`src/rtl/pipe_control_unit_if.sv`:
```
// pipe_control_unit_if: IF/ID instruction, EX branch result and the control outputs of pipe_control_unit.
interface pipe_control_unit_if #(
   parameter int WIDTH      = 32,
   parameter int REG_ADDR_W = 5,
   parameter int CNT_W      = 16
);
   logic [WIDTH-1:0]      INSTRUCTION;
   logic                  ID_VALID;
   logic                  BRANCH_TAKEN;
   logic                  STALL;
   logic                  FLUSH;
   logic                  PCSRC;
   logic [3:0]            EX_ALUOP;
   logic                  EX_ALUSRC;
   logic                  MEM_MEMREAD;
   logic                  MEM_MEMWRITE;
   logic                  WB_MEMTOREG;
   logic                  WB_REGWRITE;
   logic [REG_ADDR_W-1:0] WB_RD;
   logic                  ILLEGAL;
   logic [CNT_W-1:0]      STALL_COUNT;
   modport master (
      output INSTRUCTION, ID_VALID, BRANCH_TAKEN,
      input  STALL, FLUSH, PCSRC, EX_ALUOP, EX_ALUSRC, MEM_MEMREAD, MEM_MEMWRITE,
             WB_MEMTOREG, WB_REGWRITE, WB_RD, ILLEGAL, STALL_COUNT
   );
   modport slave (
      input  INSTRUCTION, ID_VALID, BRANCH_TAKEN,
      output STALL, FLUSH, PCSRC, EX_ALUOP, EX_ALUSRC, MEM_MEMREAD, MEM_MEMWRITE,
             WB_MEMTOREG, WB_REGWRITE, WB_RD, ILLEGAL, STALL_COUNT
   );
endinterface

```
`src/rtl/pipe_control_unit.sv`:
```
// pipe_control_unit: RV32 decode, load-use stall, branch flush and ID/EX..MEM/WB control registers.
// Define PIPE_CU_ITYPE_EN to also decode I-type ALU instructions (opcode 0010011).
module pipe_control_unit #(
   parameter int WIDTH      = 32,
   parameter int REG_ADDR_W = 5,
   parameter int CNT_W      = 16
) (
   input logic                CLK,
   input logic                RST,
   pipe_control_unit_if.slave bus
);
   typedef struct packed {
      logic                  memtoreg;
      logic                  regwrite;
      logic [REG_ADDR_W-1:0] rd;
   } wb_t;
   typedef struct packed {
      logic memread;
      logic memwrite;
      wb_t  wb;
   } mem_t;
   typedef struct packed {
      logic [3:0] aluop;
      logic       alusrc;
      logic       branch;
      mem_t       mem;
   } ctl_t;
   ctl_t                  id_ex, dec, id_next;
   mem_t                  ex_mem;
   wb_t                   mem_wb;
   logic [31:0]           ins;
   logic [6:0]            opcode;
   logic [2:0]            f3;
   logic [3:0]            key;
   logic [REG_ADDR_W-1:0] rd, rs1, rs2;
   logic                  legal, use_rs2, load_use, stall, flush, illegal, unused_bits;
   logic [CNT_W-1:0]      cnt;
   assign ins         = bus.INSTRUCTION[31:0];
   assign opcode      = ins[6:0];
   assign f3          = ins[14:12];
   assign key         = {ins[30], f3};
   assign rd          = REG_ADDR_W'(ins[11:7]);
   assign rs1         = REG_ADDR_W'(ins[19:15]);
   assign rs2         = REG_ADDR_W'(ins[24:20]);
   assign unused_bits = ^{ins[31], ins[29:25]};
   always_comb begin
      dec     = '0;
      legal   = 1'b0;
      use_rs2 = 1'b0;
      case (opcode)
         7'b0110011: begin
            legal               = key inside {4'b0000, 4'b1000, 4'b0110, 4'b0111};
            use_rs2             = 1'b1;
            dec.aluop           = key == 4'b1000 ? 4'b0110 : key == 4'b0110 ? 4'b0001 :
                                  key == 4'b0111 ? 4'b0000 : 4'b0010;
            dec.mem.wb.regwrite = 1'b1;
         end
         7'b0000011: begin
            legal               = 1'b1;
            dec.aluop           = 4'b0010;
            dec.alusrc          = 1'b1;
            dec.mem.memread     = 1'b1;
            dec.mem.wb.memtoreg = 1'b1;
            dec.mem.wb.regwrite = 1'b1;
         end
         7'b0100011: begin
            legal            = 1'b1;
            use_rs2          = 1'b1;
            dec.aluop        = 4'b0010;
            dec.alusrc       = 1'b1;
            dec.mem.memwrite = 1'b1;
         end
         7'b1100011: begin
            legal      = 1'b1;
            use_rs2    = 1'b1;
            dec.aluop  = 4'b0110;
            dec.branch = 1'b1;
         end
`ifdef PIPE_CU_ITYPE_EN
         7'b0010011: begin
            legal               = f3 inside {3'b000, 3'b110, 3'b111};
            dec.aluop           = f3 == 3'b110 ? 4'b0001 : f3 == 3'b111 ? 4'b0000 : 4'b0010;
            dec.alusrc          = 1'b1;
            dec.mem.wb.regwrite = 1'b1;
         end
`endif
         default: ;
      endcase
      dec.mem.wb.rd       = rd;
      dec.mem.wb.regwrite = dec.mem.wb.regwrite && rd != '0;
   end
   // a taken branch in EX outranks a load-use match, so the flush suppresses the stall
   assign flush    = !RST && id_ex.branch && bus.BRANCH_TAKEN;
   assign load_use = bus.ID_VALID && id_ex.mem.memread && id_ex.mem.wb.rd != '0 &&
                     (id_ex.mem.wb.rd == rs1 || (use_rs2 && id_ex.mem.wb.rd == rs2));
   assign stall    = !RST && load_use && !flush;
   assign id_next  = bus.ID_VALID && legal && !stall && !flush ? dec : '0;
   always_ff @(posedge CLK) begin
      if (RST) begin
         id_ex   <= '0;
         ex_mem  <= '0;
         mem_wb  <= '0;
         illegal <= 1'b0;
         cnt     <= '0;
      end else begin
         id_ex   <= id_next;
         ex_mem  <= id_ex.mem;
         mem_wb  <= ex_mem.wb;
         illegal <= illegal || (bus.ID_VALID && !legal && !stall && !flush);
         cnt     <= (stall || flush) && cnt != '1 ? cnt + CNT_W'(1) : cnt;
      end
   end
   assign bus.STALL        = stall;
   assign bus.FLUSH        = flush;
   assign bus.PCSRC        = flush;
   assign bus.EX_ALUOP     = id_ex.aluop;
   assign bus.EX_ALUSRC    = id_ex.alusrc;
   assign bus.MEM_MEMREAD  = ex_mem.memread;
   assign bus.MEM_MEMWRITE = ex_mem.memwrite;
   assign bus.WB_MEMTOREG  = mem_wb.memtoreg;
   assign bus.WB_REGWRITE  = mem_wb.regwrite;
   assign bus.WB_RD        = mem_wb.rd;
   assign bus.ILLEGAL      = illegal;
   assign bus.STALL_COUNT  = cnt;
endmodule

```
`src/flat_wrapper.sv`:
```
// flat-port wrapper written by rule: the top's interface ports become plain ports
module pipe_control_unit_flat 
#(
   parameter int WIDTH      = 32,
   parameter int REG_ADDR_W = 5,
   parameter int CNT_W      = 16
)
  (CLK, RST, bus_INSTRUCTION, bus_ID_VALID, bus_BRANCH_TAKEN, bus_STALL, bus_FLUSH, bus_PCSRC, bus_EX_ALUOP, bus_EX_ALUSRC, bus_MEM_MEMREAD, bus_MEM_MEMWRITE, bus_WB_MEMTOREG, bus_WB_REGWRITE, bus_WB_RD, bus_ILLEGAL, bus_STALL_COUNT);
  pipe_control_unit_if #(.WIDTH(WIDTH), .REG_ADDR_W(REG_ADDR_W), .CNT_W(CNT_W)) bus_i ();
  input logic CLK;
  input logic RST;
  input wire logic [$bits(bus_i.INSTRUCTION)-1:0] bus_INSTRUCTION;
  input wire logic [$bits(bus_i.ID_VALID)-1:0] bus_ID_VALID;
  input wire logic [$bits(bus_i.BRANCH_TAKEN)-1:0] bus_BRANCH_TAKEN;
  output wire logic [$bits(bus_i.STALL)-1:0] bus_STALL;
  output wire logic [$bits(bus_i.FLUSH)-1:0] bus_FLUSH;
  output wire logic [$bits(bus_i.PCSRC)-1:0] bus_PCSRC;
  output wire logic [$bits(bus_i.EX_ALUOP)-1:0] bus_EX_ALUOP;
  output wire logic [$bits(bus_i.EX_ALUSRC)-1:0] bus_EX_ALUSRC;
  output wire logic [$bits(bus_i.MEM_MEMREAD)-1:0] bus_MEM_MEMREAD;
  output wire logic [$bits(bus_i.MEM_MEMWRITE)-1:0] bus_MEM_MEMWRITE;
  output wire logic [$bits(bus_i.WB_MEMTOREG)-1:0] bus_WB_MEMTOREG;
  output wire logic [$bits(bus_i.WB_REGWRITE)-1:0] bus_WB_REGWRITE;
  output wire logic [$bits(bus_i.WB_RD)-1:0] bus_WB_RD;
  output wire logic [$bits(bus_i.ILLEGAL)-1:0] bus_ILLEGAL;
  output wire logic [$bits(bus_i.STALL_COUNT)-1:0] bus_STALL_COUNT;
  assign bus_i.INSTRUCTION = bus_INSTRUCTION;
  assign bus_i.ID_VALID = bus_ID_VALID;
  assign bus_i.BRANCH_TAKEN = bus_BRANCH_TAKEN;
  assign bus_STALL = bus_i.STALL;
  assign bus_FLUSH = bus_i.FLUSH;
  assign bus_PCSRC = bus_i.PCSRC;
  assign bus_EX_ALUOP = bus_i.EX_ALUOP;
  assign bus_EX_ALUSRC = bus_i.EX_ALUSRC;
  assign bus_MEM_MEMREAD = bus_i.MEM_MEMREAD;
  assign bus_MEM_MEMWRITE = bus_i.MEM_MEMWRITE;
  assign bus_WB_MEMTOREG = bus_i.WB_MEMTOREG;
  assign bus_WB_REGWRITE = bus_i.WB_REGWRITE;
  assign bus_WB_RD = bus_i.WB_RD;
  assign bus_ILLEGAL = bus_i.ILLEGAL;
  assign bus_STALL_COUNT = bus_i.STALL_COUNT;
  pipe_control_unit #(.WIDTH(WIDTH), .REG_ADDR_W(REG_ADDR_W), .CNT_W(CNT_W)) u_core (.CLK(CLK), .RST(RST), .bus(bus_i));
endmodule
```
`config.mk`:
```
export PLATFORM = sky130hd
export DESIGN_NAME = pipe_control_unit_flat
export DESIGN_NICKNAME = d
export VERILOG_FILES = /design/src/rtl/pipe_control_unit_if.sv /design/src/rtl/pipe_control_unit.sv /design/src/flat_wrapper.sv
export SDC_FILE = /design/constraint.sdc
export NUM_CORES = 1
export LEC_CHECK = 0
export CORE_UTILIZATION = 45
export DETAILED_ROUTE_END_ITERATION = 16
export HOLD_SLACK_MARGIN = 0.12
export PLACE_DENSITY = 0.81
export SYNTH_ARGS = -nofsm -noshare
export SYNTH_HDL_FRONTEND = slang
export SYNTH_SLANG_ARGS = --single-unit
```
`constraint.sdc`:
```
create_clock -name CLK -period 2.3 [get_ports CLK]
set_clock_uncertainty 0.1 [all_clocks]
set_input_delay 0.345 -clock CLK [delete_from_list [all_inputs] [get_ports CLK]]
set_output_delay 0.345 -clock CLK [all_outputs]
set_load 0.02 [all_outputs]
```
==> results of run 1 <==
==> stage by stage <==
| step | power, mW | std cells | hold slack (ps) | instance area [µm²] | TNS (ps) |
|---|---|---|---|---|---|
| global placement | 0.915 | 340 | 317 | 2800 | -3730 |
| finish | 1.39 | 355 | 336 | 3060 | 0 |
| CTS | 1.40 | 350 | 337 | 2940 | -22.4 |
| global route | 1.45 | 355 | 359 | 3060 | -239 |
| floorplan | 0.846 | 216 | 314 | 2000 | 0 |
| detailed placement | 0.918 | 340 | 320 | 2800 | -4770 |
==> layout make-up <==
cell class,count,area (µm²),share of cell area (%)
sequential,45,902,29.5
inverter,6,22.5,0.736
timing repair buffer,96,888,29.1
multi-input combinational,151,1100,35.8
clock buffer,7,86.3,2.82
tap,50,62.6,2.05
==> cells in the final DEF, fill, tap and decap left out, drive strengths merged, types with 2 or more instances in the layout <==
cell type | Yosys | routed
inv | 6 | 6
dlymetal6s2s | 0 | 5
or3 | 9 | 9
and3 | 3 | 3
a31oi | 2 | 2
xnor2 | 11 | 11
nor4b | 4 | 4
o21ai | 9 | 9
mux2 | 3 | 3
nand2b | 3 | 3
nor2 | 13 | 13
o211ai | 2 | 2
nand4 | 2 | 2
nor4 | 4 | 4
nand2 | 13 | 13
and2 | 5 | 5
or4 | 7 | 7
o31ai | 4 | 4
nor3 | 2 | 2
buf | 8 | 35
nor2b | 18 | 18
a21oi | 10 | 10
or2 | 2 | 2
dfxtp | 45 | 45
nor3b | 5 | 5
nand3 | 8 | 8
dlygate4sd2 | 0 | 2
clkbuf | 6 | 7
clkdlybuf4s50 | 0 | 54
==> cell families after synthesis <==
logic type | synth area share (%)
compound gates | 10.3
flops | 45.1
other cells | 0.188
buf+inv | 4.94
mux | 2.19
xor+xnor | 5.26
simple gates | 31.4
fa+ha+maj | 0.626
==> where the power goes <==
part / leakage [nW] / switching (mW) / total [mW] / internal [mW]
clock network: 0.0443 / 0.251 / 0.489 / 0.238
registers: 0.363 / 0.00106 / 0.781 / 0.780
logic: 0.773 / 0.0505 / 0.122 / 0.0711
==> metal layers <==
metal | vias up | GRT usage, %
li1 | 927 | -
met3 | 8 | 6.09
met4 | 0 | 9.11
met5 | - | 0
met1 | 843 | 27.7
met2 | 62 | 33.3
==> worst paths after layout <==
path	start	to	slack (ps)	cells past startpoint
worst max-delay path	u_core.id_ex[4]	u_core.bus.STALL_COUNT[1]	30	10
worst min-delay path	u_core.ex_mem[4]	u_core.bus.WB_RD[4]	340	1
worst max register to register	u_core.id_ex[4]	u_core.bus.STALL_COUNT[1]	30	10
worst min register to register	u_core.ex_mem[4]	u_core.bus.WB_RD[4]	340	1
==> state kept, by name, summed over array words and instances (netlist names) <==
register,cells
u_core.bus.ILLEGAL,1
u_core.bus.STALL_COUNT,16
u_core.bus.WB_MEMTOREG,1
u_core.bus.MEM_MEMREAD,1
u_core.id_ex,9
u_core.ex_mem,6
u_core.bus.MEM_MEMWRITE,1
u_core.bus.EX_ALUSRC,1
u_core.bus.WB_RD,5
u_core.bus.WB_REGWRITE,1
u_core.bus.EX_ALUOP,3
==> timing repair <==
action | in CTS | in global routing
gates resized for setup | 13 | 21
gates cloned | 0 | 1
setup endpoints to repair | 12 | 18
hold buffers | 0 | 0
setup buffers | 3 | 4
endpoints found under the hold margin | 0 | 0
pin swaps | 3 | 15
==> metrics.txt, run 1 <==
core area=4140 µm²; Synth Warn #=0; buffers and inverters on the worst path=4; slowest cell on the critical path=or4_4; Synth Flop Type=dfxtp_1; arrival time worst endpoint=2350 ps; cell taking the most area after synthesis=dfxtp_1; Worst-Skew Late Latency=300 ps; Die Y=68.7 µm; I/O Pins=70; DR WL met2=2200 µm; worst hold-check path type=flop to flop; Fin. Hold Viols=0; I/O Buffers=62; number of flops mapped to enable cells by yosys=0; worst-path maximum fanout=7; mapped cell area=2000 µm²; CP cell instances=or4_4, o211ai_2, buf_4, o31ai_2, buf_4, o21bai_4, buf_6, buf_4, mux2i_1, nor2_1; Setup WS post-layout=25.2 ps; initial antenna violation count=0; share of the synthesized area in the top cell type=45.1%; Worst path max stage delay=530 ps; Crit. End Element=flop; crit path launch type=flop; H-tree depth=2; async set-reset flop share out of synthesis=0%; largest net degree at the start of global routing=37; DR top layer=met4; Die ar.=4710 µm²; All-Layer GR Usage=21.5%; Synthesized Nets=253; # setup viols final=0; TritonCTS clock tree=yes; fin. max-slew vios=0; clock-pin slew on the worst setup and hold paths=80 ps; PD cells=455 nW/µm²; vias in the first global route=1587; final global-route overflow total=0; layout cells sized above 1=22.0%; Final #Nets=342; Row Count=23; f_max=440 MHz; Final min period=2270 ps; post-synthesis area per instance=9.26 µm²; met3 routed WL=249 µm; final HPWL from detailed placement=3350 µm; top-count cell post-synth=dfxtp_1; Data required, critical path=2380 ps; Avg WL per Cell=13.2 µm; CTS Sinks=45; max cap viols=0; crit path kind=flop to flop; first-pass GRT wire length=7260 µm; top post-synthesis cells by count=45 x dfxtp_1, 18 x nor2b_1, 13 x nand2_1; top cells by area, synth=dfxtp_1 45%, nor2b_1 5.6%, xnor2_1 4.8%, or3_1 2.8%, or4_1 2.6%; dpl ws=-412 ps; RSZ-0062 raised after global routing=yes; Die Wd=68.7 µm; gpl congestion=0.868; clock root buffer=clkbuf_8; wl on met1=2150 µm; Area Growth Syn to Fin=52.9%; Post-Syn Instances=216; Worst VDD drop=0.261 mV; fill cell count=311; sequential fraction of the synthesis area=45.1%; Inserted Clock Buffers=5; post-route DRC violation count=0; Crit path max-delay family=simple AND/OR/NAND/NOR gates; CTS max path bufs=2; vias after detailed routing=1840; fin util=73.8%; starting density of the core=48.2%; status=completed; wirelength, routed=4690 µm; Unique masters post-synth=48; vias per inst=5.18; DR iter-0 viols=84; period utilization=98.9%; Static Leak=1.18 nW; Yosys reg bits=45; Routed Antenna Nets=0; Pre-antenna DRT Iters=5; Top cell by count, worst path=buf_4; diode count=0
(Power assumes the default switching activity.)
==> run 2: changes to the inputs <==
--- a/config.mk
+++ b/config.mk
@@ -5,7 +5,9 @@
 export SDC_FILE = /design/constraint.sdc
 export NUM_CORES = 1
 export LEC_CHECK = 0
-export CORE_UTILIZATION = 45
+export CELL_PAD_IN_SITES_DETAIL_PLACEMENT = 0
+export CELL_PAD_IN_SITES_GLOBAL_PLACEMENT = 1
+export CORE_UTILIZATION = 33
 export DETAILED_ROUTE_END_ITERATION = 16
 export HOLD_SLACK_MARGIN = 0.12
 export PLACE_DENSITY = 0.81
==> run 2 against run 1 <==
  * Count of clock-buffer cells in the layout unchanged
  * Clock power barely moved
  * Via count decreased by 2.7%
  * Sequential power about the same
  * Hold slack hardly changed
  * Global-route usage down 6.0 points
  * Wire length grew 0.58%
  * Critical path type is now flop to output pin
  * Largest power group unchanged
  * Highest routed layer unchanged
==> metrics.txt, run 2 (synthesis gave the netlist of run 1 again) <==
Rel. slew slack=66.0%; Final #Nets=340 (was 342); starting density of the core=35.2% (was 48.2%); slowest cell on the critical path=or4_4 (unchanged); I/O Buffers=62 (unchanged); most common cell after layout, fill and taps aside=clkdlybuf4s50_1 (unchanged); final cell count without fillers=375 (was 355); hold_buf cts=0 (unchanged); vias in the first global route=1600 (was 1587); Crit path max-delay family=simple AND/OR/NAND/NOR gates (unchanged); Pre-antenna DRT Iters=4 (was 5); fin. max-slew vios=0 (unchanged); final hold slack=336 ps (about the same); area occupied by multi-input gates=1100 µm² (unchanged); CTS max path bufs=2 (unchanged); final HPWL from detailed placement=3330 µm (was 3350 µm); fill cell count=528 (was 311); # setup viols final=0 (unchanged); vias per inst=4.77 (was 5.18); Routed Antenna Nets=0 (unchanged); Die ar.=6370 µm² (was 4710 µm²); Crit. End Element=output pin (was flop); core area=5680 µm² (was 4140 µm²); largest net degree at the start of global routing=37 (unchanged); clock root buffer=clkbuf_8 (unchanged); CP cell instances=or4_4, o211ai_2, buf_4, nor4_4, nor2_1, nor2_1, buf_2 (was or4_4, o211ai_2, buf_4, o31ai_2, buf_4, o21bai_4, buf_6, buf_4, mux2i_1, nor2_1); clock-pin slew on the worst setup and hold paths=80 ps (about the same); Static Leak=1.13 nW (was 1.18 nW); H-tree depth=2 (unchanged); critical path startpoint=u_core.id_ex[0] (was u_core.id_ex[4]); diode count=0 (unchanged); Data required, critical path=1860 ps (was 2380 ps); RSZ-0062 raised after global routing=yes (unchanged); worst hold-check path type=flop to flop (unchanged); crit path kind=flop to output pin (was flop to flop); Inserted Clock Buffers=5 (unchanged); Worst VDD drop=0.273 mV (was 0.261 mV); arrival time worst endpoint=1840 ps (was 2350 ps); Area Growth Syn to Fin=52.9% (about the same); Fin. Hold Viols=0 (unchanged); All-Layer GR Usage=15.4% (was 21.5%); post-route DRC violation count=0 (unchanged); Final Cell Area=3060 µm² (about the same); initial antenna violation count=0 (unchanged); layout cells sized above 1=20.8% (was 22.0%); CTS Sinks=45 (unchanged); Sum Neg Setup Slack=0 ps (unchanged); period utilization=99.3% (was 98.9%); worst-path maximum fanout=2 (was 7); Die Wd=79.8 µm (was 68.7 µm); status=completed (unchanged); Worst path max stage delay=530 ps (about the same); Power Total=1.39 mW (about the same); max cap viols=0 (unchanged); gpl congestion=0.785 (was 0.868); I/O Pins=70 (unchanged); Cells after DPL=362 (was 340); PD cells=456 nW/µm² (was 455 nW/µm²); dpl ws=-361 ps (was -412 ps); fin util=53.9% (was 73.8%); Top cell by count, worst path=nor2_1 (was buf_4); f_max=438 MHz (was 440 MHz); crit path launch type=flop (unchanged); final global-route overflow total=0 (unchanged); Worst-Skew Late Latency=300 ps (about the same); TritonCTS clock tree=yes (unchanged); Die Y=79.8 µm (was 68.7 µm); DR iter-0 viols=97 (was 84); Placed Instance Area=2830 µm² (was 2800 µm²); Slew @ Worst Pin=505 ps; Row Count=27 (was 23); Sequential Area=903 µm² (was 902 µm²); Setup WS post-layout=16.2 ps (was 25.2 ps); most frequent cells in the layout=59 x clkdlybuf4s50_1, 43 x dfxtp_1, 29 x buf_4, 17 x nor2b_1, 13 x nand2_1 (was 54 x clkdlybuf4s50_1, 44 x dfxtp_1, 32 x buf_4, 17 x nor2b_1, 13 x nand2_1); Final min period=2280 ps (was 2270 ps); wirelength, routed=4720 µm (was 4690 µm); Avg WL per Cell=12.6 µm (was 13.2 µm); reg2reg start=u_core.id_ex[3] (was u_core.id_ex[4]); flip-flop count of the largest register after layout=16 (unchanged); first-pass GRT wire length=7570 µm (was 7260 µm); buffers and inverters on the worst path=2 (was 4); Worst Hold Launch=u_core.ex_mem[0] (was u_core.ex_mem[4]); vias after detailed routing=1790 (was 1840)
-- run 2: path summary, 6_finish.rpt --
path         cells after the start                        end  slack [ps]
max                              7                  bus_STALL          20
min                              1        u_core.bus.WB_RD[0]         340
max reg2reg                      9  u_core.bus.STALL_COUNT[3]          80
min reg2reg                      1        u_core.bus.WB_RD[0]         340
-- run 2: where the power goes --
| group | switching [mW] | internal (mW) | leakage [nW] |
|---|---|---|---|
| logic | 0.0501 | 0.0709 | 0.720 |
| clock network | 0.253 | 0.239 | 0.0443 |
| registers | 0.00104 | 0.780 | 0.364 |
-- run 2: layer usage --
metal | track usage, % | wire [µm]
met5 | 0 | 0
met2 | 23.7 | 2260
met4 | 6.96 | 72
met3 | 3.66 | 167
met1 | 20.4 | 2220
-- run 2: worst reg2reg max path: cells and delay by family, from the launching register on --
kind	cells	cell delay, ps
AO/OA/AOI/OAI	2	240
AND/OR/NAND/NOR	3	780
buffers and inverters	3	480
flip-flops	1	320
XOR/XNOR	1	230
-- run 2: layout make-up --
cell class	count	area share (%)
Timing Repair Buffer	94	28.1
Clock buffer	7	2.82
Tap cell	72	2.95
Sequential cell	45	29.6
Multi-Input combinational cell	151	35.9
Inverter	6	0.737
-- run 2: timing repair --
item                                   4_1_cts  5_1_grt
pin swaps                                    1        8
endpoints found under the hold margin        0        0
setup buffers                                2        3
setup endpoints to repair                   11       18
resized for setup                           10       18
cloned                                       0        1
==> run 3: changes to the inputs <==
--- a/config.mk
+++ b/config.mk
@@ -9,7 +9,7 @@
 export CELL_PAD_IN_SITES_GLOBAL_PLACEMENT = 1
 export CORE_UTILIZATION = 33
 export DETAILED_ROUTE_END_ITERATION = 16
-export HOLD_SLACK_MARGIN = 0.12
+export HOLD_SLACK_MARGIN = 0.1
 export PLACE_DENSITY = 0.81
 export SYNTH_ARGS = -nofsm -noshare
 export SYNTH_HDL_FRONTEND = slang
==> results of run 3 <==
Same layout as run 2: the final DEF is identical, and so are final timing and power.
==> RTL change, RTL diff (flow settings as in run 2) <==
Build with the macro `PIPE_CU_ITYPE_EN` defined.
--- a/src/rtl/pipe_control_unit.sv
+++ b/src/rtl/pipe_control_unit.sv
@@ -1,4 +1,6 @@
 // pipe_control_unit: RV32 decode, load-use stall, branch flush and ID/EX..MEM/WB control registers.
 // Define PIPE_CU_ITYPE_EN to also decode I-type ALU instructions (opcode 0010011).
+`define PIPE_CU_ITYPE_EN
+
 module pipe_control_unit #(
    parameter int WIDTH      = 32,
Formal check against the unedited RTL: not equivalent (Yosys sat finds a counterexample within 4 cycles, from zero or initial values and one cycle with RST high).
==> RTL change against run 2 <==
Total power down 0.17%; sequential cell count unchanged; setup slack better by 42 ps; die area down 2.4%; register-to-register slack better by 20 ps; synthesized area down 2.4%; final cell count down 2.7%; cell area down 3.9%; routed wire length down 6.4%; critical endpoint is now u_core.bus.STALL_COUNT[10]; largest power group unchanged.
==> RTL change: results (changes against run 2) <==
status: "complete, no violations"
synth_cell_type_count: 45  # -6.3%
preCtsSetupSlack_ps: -475  # -113 ps
worst_slew_pin_slew_ps: 555  # +49.6 ps
p_leak_uw: 0.00108  # -4.6%
r2r_cells: 7  # -2
maxCapViolations: 0  # unchanged
met2_usage: 0.240  # +0.00325
cts_buffer_depth: 2  # unchanged
path_clk_slew_ps: 90
io_buffers: 62  # unchanged
place_congestion: 0.789  # +0.43%
ir_worst_vdd_uv: 235  # -14%
yosys_warnings: 0  # unchanged
vias_per_cell: 4.72  # -1.1%
hp-class: "reg2reg"
fin_crit_sh: 0.975  # -0.0184
clock-root-buffer: "clkbuf_8"
dpl.hpwl_um: 3340  # +0.51%
synth_compound_area_frac: 0.144  # +0.0411
ys_seq_area_frac: 0.462  # +0.0113
via_count: 1723  # -3.7%
drive_above_1_share: 0.181  # -0.0270
placed_area_sq_mm: 0.00278  # -1.9%
drt-pass1-iter-count: 5  # +1
synthXorXnorAreaFrac: 0.0494  # -0.00318
arrival_ps: 2380  # +540 ps
crit_family: "compound AO/OA/AOI/OAI gates"
grt_max_degree: 23  # -38%
hold_ws_ps: 340  # +4.49 ps
synth_nets: 243  # -4.0%
p_sw_uw: 326  # +7.0%
postCtsSetupRepairBufs: 2  # unchanged
first_iter_violations: 60  # -38%
crit_path_max_fanout: 13  # +11
synth_async_sr_flop_share: 0  # unchanged
grt_pass1_vias: 1594  # -0.38%
grt_util_met3: 0.0586  # +0.0220
cts-resized-gates: 15  # +5
synthMuxAreaShare: 0.0109  # -0.0110
r2r_setup_slack_ps: 100  # +20 ps
cts_htree_levels: 2  # unchanged
slowest_delay_ps: 470  # -60 ps
fin_nets: 329  # -3.2%
slowest_stage: "clkdlybuf4s50_1"
grtUsageTotal: 0.148  # -0.00664
yosys-top-cells-area: "dfxtp_1, nor2b_1, xnor2_1"
synthAdderAreaFrac: 0.00641  # +0.000157
hold_depth: 1  # unchanged
synth_cells: 206  # -4.6%
antenna_found_initial: 0  # unchanged
synth.top_cells.by_count: "dfxtp_1, nor2b_1, a21oi_1"
grt_pass1_wl_um: 7070  # -6.6%
antenna_cells: 0  # unchanged
largest_reg_flops: 16  # unchanged
use_met1: 0.173  # -0.0303
wl_per_cell_um: 12.1  # -3.8%
dp.cells: 355  # -1.9%
==> RTL change: changes by cell type after synthesis, sizes merged, moves of 3 or more <==
cell and delta:
o31ai +5, nand3 +4, a21oi +4, nand2 -6, nor3b -4, nor2 -6, and3 +3, clkbuf -3
or3 -4
==> RTL change: cells by family (layout without fill, tap and decap cells) <==
kind of cell               Yosys count  count (layout)
AOI/OAI and AO/OA                   41              41
and+or+nand+nor                     85              85
xor gates and xnor gates            11              11
adders and majority gates            1               1
other                                1               1
buffers and inverters               20             107
DFF                                 45              45
muxes                                2               2
==> RTL change: path summary, 6_finish.rpt <==
check,startpoint,end
max,RST,u_core.bus.STALL_COUNT[10]
max reg2reg,u_core.id_ex[0],u_core.bus.EX_ALUSRC
min,u_core.ex_mem[5],u_core.bus.WB_REGWRITE
min reg2reg,u_core.ex_mem[5],u_core.bus.WB_REGWRITE
==> RTL change: through the flow <==
stage	TNS, ps	power, uW
final	0	1390
after global routing	-28.8	1460
after CTS	0	1410
after detailed placement	-7650	916
after global placement	-6330	916
after floorplan	0	838
==> RTL change: cell type report <==
cell class,count,area (sq um)
Clock buffer,5,68.8
Fill cell,543,2670
Clock inverter,3,22.5
Sequential cell,45,901
Tap cell,72,90.1
Timing Repair Buffer,91,838
Multi-Input combinational cell,141,986
Inverter,8,30.0
==> RTL change: power by group through the flow <==
stage,Sequential (uW),Clock [uW],Combinational [uW]
4_1_cts,782,506,118
2_1_floorplan,802,0,36.5
3_5_place_dp,800,0,117
3_3_place_gp,800,0,117
6_report,782,490,120
5_1_grt,782,548,130
==> RTL change: routing by layer <==
| metal | vias to the layer above | wire length, um |
|---|---|---|
| met4 | 0 | 61 |
| met2 | 39 | 2110 |
| met1 | 775 | 1960 |
| met3 | 5 | 278 |
| li1 | 904 | - |
| met5 | - | 0 |
